<file path="config.mk">
export PLATFORM = sky130hd
export DESIGN_NAME = pc_fetch_unit
export DESIGN_NICKNAME = d
export VERILOG_FILES = /design/src/rtl/pc_fetch_unit.sv
export SDC_FILE = /design/constraint.sdc
export NUM_CORES = 1
export LEC_CHECK = 0
export ABC_AREA = 1
export CORE_UTILIZATION = 30
export CTS_BUF_LIST = sky130_fd_sc_hd__clkbuf_2
export DETAILED_ROUTE_END_ITERATION = 10
export PLACE_DENSITY_LB_ADDON = 0.08
export SYNTH_ARGS = -nofsm -noshare
export SYNTH_HDL_FRONTEND = slang
export SYNTH_SLANG_ARGS = --single-unit
</file>
<file path="constraint.sdc">
create_clock -name clk -period 4.2 [get_ports clk]
set_clock_uncertainty 0.2 [all_clocks]
set_input_delay 0.84 -clock clk [delete_from_list [all_inputs] [get_ports clk]]
set_output_delay 0.84 -clock clk [all_outputs]
set_load 0.03 [all_outputs]
</file>
<file path="src/rtl/pc_fetch_unit.sv">
// pc_fetch_unit: owns the PC and fetches one instruction at a time from imem, holding it until decode accepts it
module pc_fetch_unit #(
  parameter logic [31:0] RESET_PC  = 32'h0000_0000,
  parameter logic [31:0] NOP_INSTR = 32'h0000_0013
) (
  input  logic        clk,
  input  logic        rst_n,
  output logic [31:0] pc_o,
  input  logic [31:0] pcplus4_i,
  input  logic        branch_taken_i,
  input  logic [31:0] branch_target_i,
  input  logic        stall_i,
  output logic        imem_req_valid_o,
  input  logic        imem_req_ready_i,
  output logic [31:0] imem_req_addr_o,
  input  logic        imem_rsp_valid_i,
  input  logic [31:0] imem_rsp_data_i,
  output logic        instr_valid_o,
  output logic [31:0] instr_o,
  output logic [31:0] instr_pc_o,
  input  logic        instr_ready_i,
  output logic        misalign_o
);
  typedef enum logic [1:0] {BOOT, REQ, WAIT, HOLD} state_t;
  state_t state, state_nxt;
  logic drop, redir, hs, rsp, adv;
  assign redir = branch_taken_i & ~|branch_target_i[1:0];
  assign hs = (state == REQ) & imem_req_ready_i;
  assign rsp = (state == WAIT) & imem_rsp_valid_i;
  assign adv = (state == HOLD) & instr_ready_i & ~stall_i;
  assign imem_req_valid_o = state == REQ;
  assign imem_req_addr_o = pc_o;
  always_comb begin
    state_nxt = state;
    case (state)
      BOOT: state_nxt = REQ;
      REQ:  state_nxt = hs ? WAIT : REQ;
      WAIT: state_nxt = imem_rsp_valid_i ? ((drop | redir) ? REQ : HOLD) : WAIT;
      HOLD: state_nxt = (redir | adv) ? REQ : HOLD;
    endcase
  end
  always_ff @(posedge clk) begin
    if (!rst_n) begin
      state <= BOOT;
      drop <= 1'b0;
      pc_o <= RESET_PC;
      instr_valid_o <= 1'b0;
      instr_o <= NOP_INSTR;
      instr_pc_o <= 32'h0;
      misalign_o <= 1'b0;
    end else begin
      state <= state_nxt;
      misalign_o <= branch_taken_i & |branch_target_i[1:0];
      // a redirect while a request is in flight marks its response as stale
      if (rsp) drop <= 1'b0;
      else if (redir & (hs | state == WAIT)) drop <= 1'b1;
      if (redir) begin
        pc_o <= branch_target_i;
        instr_valid_o <= 1'b0;
        instr_o <= NOP_INSTR;
      end else if (rsp & ~drop) begin
        instr_valid_o <= 1'b1;
        instr_o <= imem_rsp_data_i;
        instr_pc_o <= pc_o;
      end else if (adv) begin
        pc_o <= pcplus4_i;
        instr_valid_o <= 1'b0;
        instr_o <= NOP_INSTR;
      end
    end
  end
endmodule

</file>
-- After elaboration in Yosys (flattened, before gate mapping)
Cells that the tools add are included.
W data, S select, Z words.
- equality and inequality tests: 4
- muxes and demuxes: 12
- bitwise logic cells: 15
- reductions and logical operators: 9
- operators with widths (cell ; number):
    $mux W32 ; 5
    $and A1 B1 Y1 ; 8
    $mux W2 ; 4
    $pmux W2 S4 ; 1
    $reduce_or A2 Y1 ; 3
    $eq A2 B2 Y1 const B ; 2
    $not A1 Y1 ; 4
    $reduce_and A2 Y1 ; 2
    $reduce_bool A2 Y1 ; 2
    $or A1 B1 Y1 ; 3
    $eq A2 B1 Y1 const B ; 1
    $logic_not A2 Y1 ; 1
    $mux W1 ; 2
    $ne A2 B2 Y1 const B ; 1
    $logic_not A1 Y1 ; 1
- flip-flop bits (word level): 101
- input port bits: 103
- logic and storage cells: 47

-- Logic depth before layout (Yosys ltp)
Gate-level depths: netlist of run 1.
- word-level depth: 7
- depth in mapped cells: 8
- depth with buffers taken out: 7

-- Worst setup path before layout of run 1
No wires, ideal clock.
- path type: input to register
- start: input port branch_target_i[0]
- end: register pc_o[10], in the netlist imem_req_addr_o[10]
- setup time: 0.064 ns
- arrival: 1.665 ns
- path slack: 2.271 ns
- stages on the path: 7
- path buffers: 1
- cells stage by stage: nor2_1 > nand2_2 > inv_2 > nor2_2 > clkbuf_1 > nor2_1 > nor2_1
- longest elaborated chain between the ends: 5
- ends and longest elaborated chain (element ; line ; source):
    from (decl) ; 11 ; input logic [31:0] branch_target_i,
    $reduce_or A2 Y1 * ; 27 ; assign redir = branch_taken_i & ~|branch_target_i[1:0];
    $logic_not A1 Y1 * ; 27 ;
    $and A1 B1 Y1 * ; 27 ;
    $ne A2 B2 Y1 (no source line) / $reduce_bool A2 Y1 (equally long branches) ; -- ;
    $reduce_and A2 Y1 (no source line) ; -- ;
    to (signal assigned) ; 58 ; pc_o <= branch_target_i;
    to (signal assigned) ; 66 ; pc_o <= pcplus4_i;
    to (decl) ; 8 ; output logic [31:0] pc_o,
Every way passes the cells marked *; elsewhere a longest branch is shown, timed or not.
A chain may end at the register's enable or synchronous reset.

-- Final worst setup path of run 1
- start: register state[0]
- end: output port imem_req_valid_o
- longest elaborated chain between the ends: 1
- ends and longest elaborated chain (element ; line ; source):
    from (decl) ; 25 ; state_t state, state_nxt;
    from (signal assigned) ; 52 ; state <= state_nxt;
    $eq A2 B1 Y1 ; 31 ; assign imem_req_valid_o = state == REQ;
    to (decl) ; 13 ; output logic imem_req_valid_o,
No other way between the ends.

==> reports/metrics.cfg, run 1 <==
[timing]
relSlewSlack_pct=28.2
maxSlewViolCount=0
whs_ns=0.292
fin_setup_tns_ns=0
min_period_ns=2.97
period_share_pct=70.7
tightest_slew_ns=1.07
setup_violations=0
rsz0062_at_grt=no
hold_viol=0
finalWorstSetupSlack_ns=1.23
fmax_ghz=0.337

[setup_path]
reg2reg_slack_ns=2.14
start_kind=register
required_ns=3.16
cp_max_fo=4
crit_type=register to output pin
r2r-start=state[1]$_SDFF_PN0_
cp.arrival_ns=1.93
rr_endpoint=instr_o[21]$_SDFFE_PP0P_
end_kind=output pin
rr_worst_depth=6

[layout]
finalNetCount=964
fin_cells=1050
finalInstanceArea_mm2=0.00677
synthToLayoutAreaGrowth_pct=50.3
fin_util_pct=46.4
diodes=0
drive_gt1_share_pct=3.46
fillers=1530

[power]
combPwrFrac_pct=25.3
switching_power_uw=613
p_per_area_mw_per_mm2=283
switching_share_pct=32.0
total_power_mw=1.91
peakVddDrop_uv=122
p_seq_share_pct=53.7
power.leakage_nw=2.78
clkPwrFrac_pct=21.0
intPower_mw=1.30

[clocking]
cts_sinks=101
clk_path_buf_depth=2
clock-root-buffer=clkbuf_2
cts_made_buffers=9
ctsHoldBuffers=0
clk_latency_ns=0.58
cts_tree=built
cts_htree_levels=3
post_cts.resized_instances=0
post-cts-setup-buffers=0
clk_pin_slew_ns=0.25

[synthesis]
async_flop_share_pct=0
netlist_instances=681
syn_area_mm2=0.00450
synth_edf_count=0
yosysMostFrequentCell=nand2_1
synthTopCellsByCount=nand2_1 (258), nor2_1 (129), dfxtp_1 (101), buf_4 (39), inv_1 (39)
yosys_warnings=0
yosysTopAreaCell=dfxtp_1
synth.distinct_cells=18
synth_seq_cells=101
avgSynthCellArea_um2=6.61
ys.flop_type=dfxtp_1
synth_top_area_share_pct=44.9
synth_area_leaders=dfxtp_1 (45%), nand2_1 (22%), nor2_1 (11%)
yosysSeqAreaShare_pct=44.9
syn-num-nets=784

[detailed_routing]
drtIter0Drc=205
num_vias=4576
drc=0
first_pass_iters=5
ant_nets=0
viasPerCell=4.36
wl_per_cell_um=12.4
finalWirelength_um=13000

[floorplanning]
fp.dieArea_mm2=0.0155
die_h_um=125
die_x_um=125
ios=234
fp.coreArea_mm2=0.0146
rows=44
start_util_pct=30.9

[run_status]
status=complete, no violations

[hold_path]
hp-class=register to register
hold_path.startpoint=instr_valid_o$_SDFFE_PP0P_
hold_end=instr_valid_o$_SDFFE_PP0P_
holdPathStages=2

[global_routing]
grt_first_pass_wirelength_um=21000
met3_usage_pct=5.67
antenna_found_initial=0
grt_pass1_vias=4306
grt_max_degree=66
overflow=0
grt_busiest_layer=met2
grtUsageMet2_pct=26.9
grt_use_met1_pct=20.8
grt_use_total_pct=16.8

[run]
maxCapViolCount=0

[placed_design]
place_area_mm2=0.00668
place_hpwl_um=9450
io_buffers=233
post-place-ws_ns=1.03
dp.cells=1034
gp_congestion=0.711

how the worst max path moves through the flow:
stage,startpoint,end,slack (ns)
3_5_place_dp,branch_target_i[0],instr_o[1]$_SDFFE_PP1P_,1.03
3_3_place_gp,branch_target_i[0],instr_o[0]$_SDFFE_PP1P_,1.10
5_1_grt,state[0]$_SDFF_PN0_,imem_req_valid_o,1.04
2_1_floorplan,branch_target_i[0],imem_req_addr_o[10]$_SDFFE_PN0P_,2.27
4_1_cts,state[0]$_SDFF_PN0_,imem_req_valid_o,1.13
6_report,state[0]$_SDFF_PN0_,imem_req_valid_o,1.23
registers in the layout, indices dropped and copies added, names as in the netlist:
| name | flops |
|---|---|
| imem_req_addr_o | 32 |
| drop | 1 |
| instr_o | 32 |
| instr_valid_o | 1 |
| state | 2 |
| instr_pc_o | 32 |
| misalign_o | 1 |
kinds of logic (layout without fill, tap and decap cells):
logic type | Yosys count | in the layout | synth area share (%)
DFF | 101 | 101 | 44.9
and+or+nand+nor | 430 | 430 | 37.9
AOI/OAI and AO/OA | 38 | 38 | 4.22
buffers and inverters | 112 | 297 | 13.0
power by group through the flow:
stage	clock network (mW)	logic (mW)	registers, mW
after floorplan	0	0.207	1.11
after global placement	0	0.486	1.04
after detailed placement	0	0.489	1.05
after CTS	0.431	0.490	1.03
after global routing	0.467	0.526	1.03
final	0.401	0.485	1.03
worst max-delay path: stages, from the launching register on:
cell	delay (ns)
dfxtp_1	0.47
inv_1	0.05
nor2_1	0.12
clkdlybuf4s50_1	0.72
layer usage:
layer / wire length (µm) / share of wire [%]
met1: 5750 / 44
met2: 6030 / 46
met3: 1030 / 7.9
met4: 211 / 1.6
met5: 0 / 0
cells in the final DEF, fill, tap and decap left out:
cell type	synthesis	routed
nand3b_1	3	3
inv_6	0	1
buf_2	8	1
nor2_2	2	1
nand3_4	1	1
clkinv_4	0	1
clkinv_2	0	1
a21oi_1	34	34
dfxtp_1	101	101
nand2_1	258	258
clkbuf_2	0	9
buf_4	39	5
clkinv_1	0	3
nor2_4	2	3
nand3_1	33	33
clkdlybuf4s50_1	0	232
nand2_2	2	2
clkinvlp_4	0	1
o21ai_0	4	4
nor2_1	129	129
inv_1	39	39
inv_2	4	4
area by class of cell:
cell class / count / area, µm² / share of cell area [%]
tap: 184 / 230 / 3.40
inverter: 43 / 161 / 2.39
clock inverter: 7 / 41.3 / 0.610
multi-input combinational: 468 / 1900 / 28.1
sequential: 101 / 2020 / 29.9
clock buffer: 9 / 45.0 / 0.666
timing repair buffer: 238 / 2360 / 35.0
No activity file was read; power rests on OpenSTA's default activity.
==> inputs of run 2 (changes only) <==
==> constraint.sdc (replaced) <==
create_clock -name clk -period 3 [get_ports clk]
set_clock_uncertainty 0.2 [all_clocks]
set_input_delay 0.6 -clock clk [delete_from_list [all_inputs] [get_ports clk]]
set_output_delay 0.6 -clock clk [all_outputs]
set_load 0.03 [all_outputs]
==> reports/metrics.cfg, run 2 (synthesis gave the netlist of run 1 again) <==
[run_status]
status=complete, no violations

[detailed_routing]
drtIter0Drc=185
first_pass_iters=4
num_vias=4548
drc=0
dr_wl_met2_um=6090
wl_per_cell_um=12.3
met1_length_um=5690
route.met3.wl_um=1030
highest_layer=met4
finalWirelength_um=13000
ant_nets=0
viasPerCell=4.32

[layout]
drive_gt1_share_pct=4.14
synthToLayoutAreaGrowth_pct=51.7
finalNetCount=967
fillers=1477
diodes=0
multi_input_area_mm2=0.00190
final-seq-area_mm2=0.00202
final_common_cell=nand2_1
final_cell_mix=nand2_1 (258), clkdlybuf4s50_1 (232), nor2_1 (129), dfxtp_1 (101), inv_1 (39)
fin_util_pct=46.8

[power]
power.leakage_nw=2.81
intPower_mw=1.83
p_per_area_mw_per_mm2=394
combPwrFrac_pct=25.5
peakVddDrop_uv=185
switching_power_uw=861
p_seq_share_pct=53.5
switching_share_pct=32.0
clkPwrFrac_pct=21.1

[clocking]
cts_sinks=101
clock-root-buffer=clkbuf_2
clk_pin_slew_ns=0.28
post_cts.resized_instances=0
cts_made_buffers=9
clk_path_buf_depth=2
ctsHoldBuffers=0
clk_latency_ns=0.57
cts_htree_levels=3
post-cts-setup-buffers=0
cts_tree=built

[hold_path]
hp-class=register to register

[timing]
period_share_pct=91.2
tightest_slew_ns=0.650
relSlewSlack_pct=56.7
whs_ns=0.287
fmax_ghz=0.365
fin_setup_tns_ns=0
maxSlewViolCount=0
finalWorstSetupSlack_ns=0.264
rsz0062_at_grt=no
setup_violations=0
min_period_ns=2.74
hold_viol=0

[placed_design]
gp_congestion=0.725
post-place-ws_ns=0.575
io_buffers=233
place_hpwl_um=9350

[setup_path]
cp_max_fo=4
start_kind=register
rr_worst_depth=6
end_kind=output pin
cp.arrival_ns=1.94
crit_type=register to output pin
r2r-start=state[0]$_SDFF_PN0_
cp-endpoint=imem_req_valid_o
crit_path_start=state[0]$_SDFF_PN0_
reg2reg_slack_ns=1.26
required_ns=2.20
rr_endpoint=instr_o[1]$_SDFFE_PP1P_

[floorplanning]
ios=234
start_util_pct=30.9
die_h_um=125
rows=44
fp.coreArea_mm2=0.0146
die_x_um=125
fp.dieArea_mm2=0.0155

[global_routing]
antenna_found_initial=0
grt_max_degree=65
grt_pass1_vias=4235
grt_first_pass_wirelength_um=21100
overflow=0
grt_use_total_pct=16.8

[run]
maxCapViolCount=0

==> run 2: cell types whose count changed in the layout (fill, tap and decap cells not counted) <==
cell	change
inv_6	-1
clkinv_2	+1
clkinvlp_4	+3
clkbuf_2	+1
clkinv_4	-1
buf_12	+3
clkinv_1	-3
==> run 2: per-layer routing <==
layer,GRT usage (%),up-vias
met3,5.63,14
met2,27.7,154
met5,0,-
li1,-,2382
met1,20.5,1998
met4,5.60,0
==> run 2: power groups by stage <==
stage	clock network [mW]	registers [mW]	logic [mW]
2_1_floorplan	0	1.56	0.290
3_3_place_gp	0	1.46	0.688
3_5_place_dp	0	1.46	0.690
4_1_cts	0.606	1.44	0.693
5_1_grt	0.658	1.45	0.742
6_report	0.568	1.44	0.685
==> run 2: worst min-delay path by stage <==
stage                                     from                          to  depth (start not counted)
floorplan                    drop$_SDFFE_PP0P_           drop$_SDFFE_PP0P_                          2
global placement    instr_valid_o$_SDFFE_PP0P_  instr_valid_o$_SDFFE_PP0P_                          2
detailed placement  instr_valid_o$_SDFFE_PP0P_  instr_valid_o$_SDFFE_PP0P_                          2
CTS                        imem_rsp_data_i[25]    instr_o[25]$_SDFFE_PP0P_                          3
global route               imem_rsp_data_i[12]    instr_o[12]$_SDFFE_PP0P_                          3
finish              instr_valid_o$_SDFFE_PP0P_  instr_valid_o$_SDFFE_PP0P_                          2
==> run 2: critical path, stage by stage, from the launching register on <==
cell             delay [ns]
dfxtp_1                0.48
inv_1                  0.06
nor2_1                 0.11
clkdlybuf4s50_1        0.71
==> run 2: metrics by stage <==
stage          area (µm²)  std cells  power [mW]
4_1_cts              6830       1053        2.74
5_1_grt              6830       1053        2.85
2_1_floorplan        4500        681        1.85
6_report             6830       1053        2.69
3_3_place_gp         6740       1037        2.15
3_5_place_dp         6740       1037        2.16
==> run 2: final cells by class <==
type | instances | share of cell area, %
Inverter | 43 | 2.36
Clock buffer | 10 | 0.733
Sequential cell | 101 | 29.6
Tap cell | 184 | 3.37
Timing Repair Buffer | 241 | 35.5
Multi-Input combinational cell | 468 | 27.8
Clock inverter | 6 | 0.586
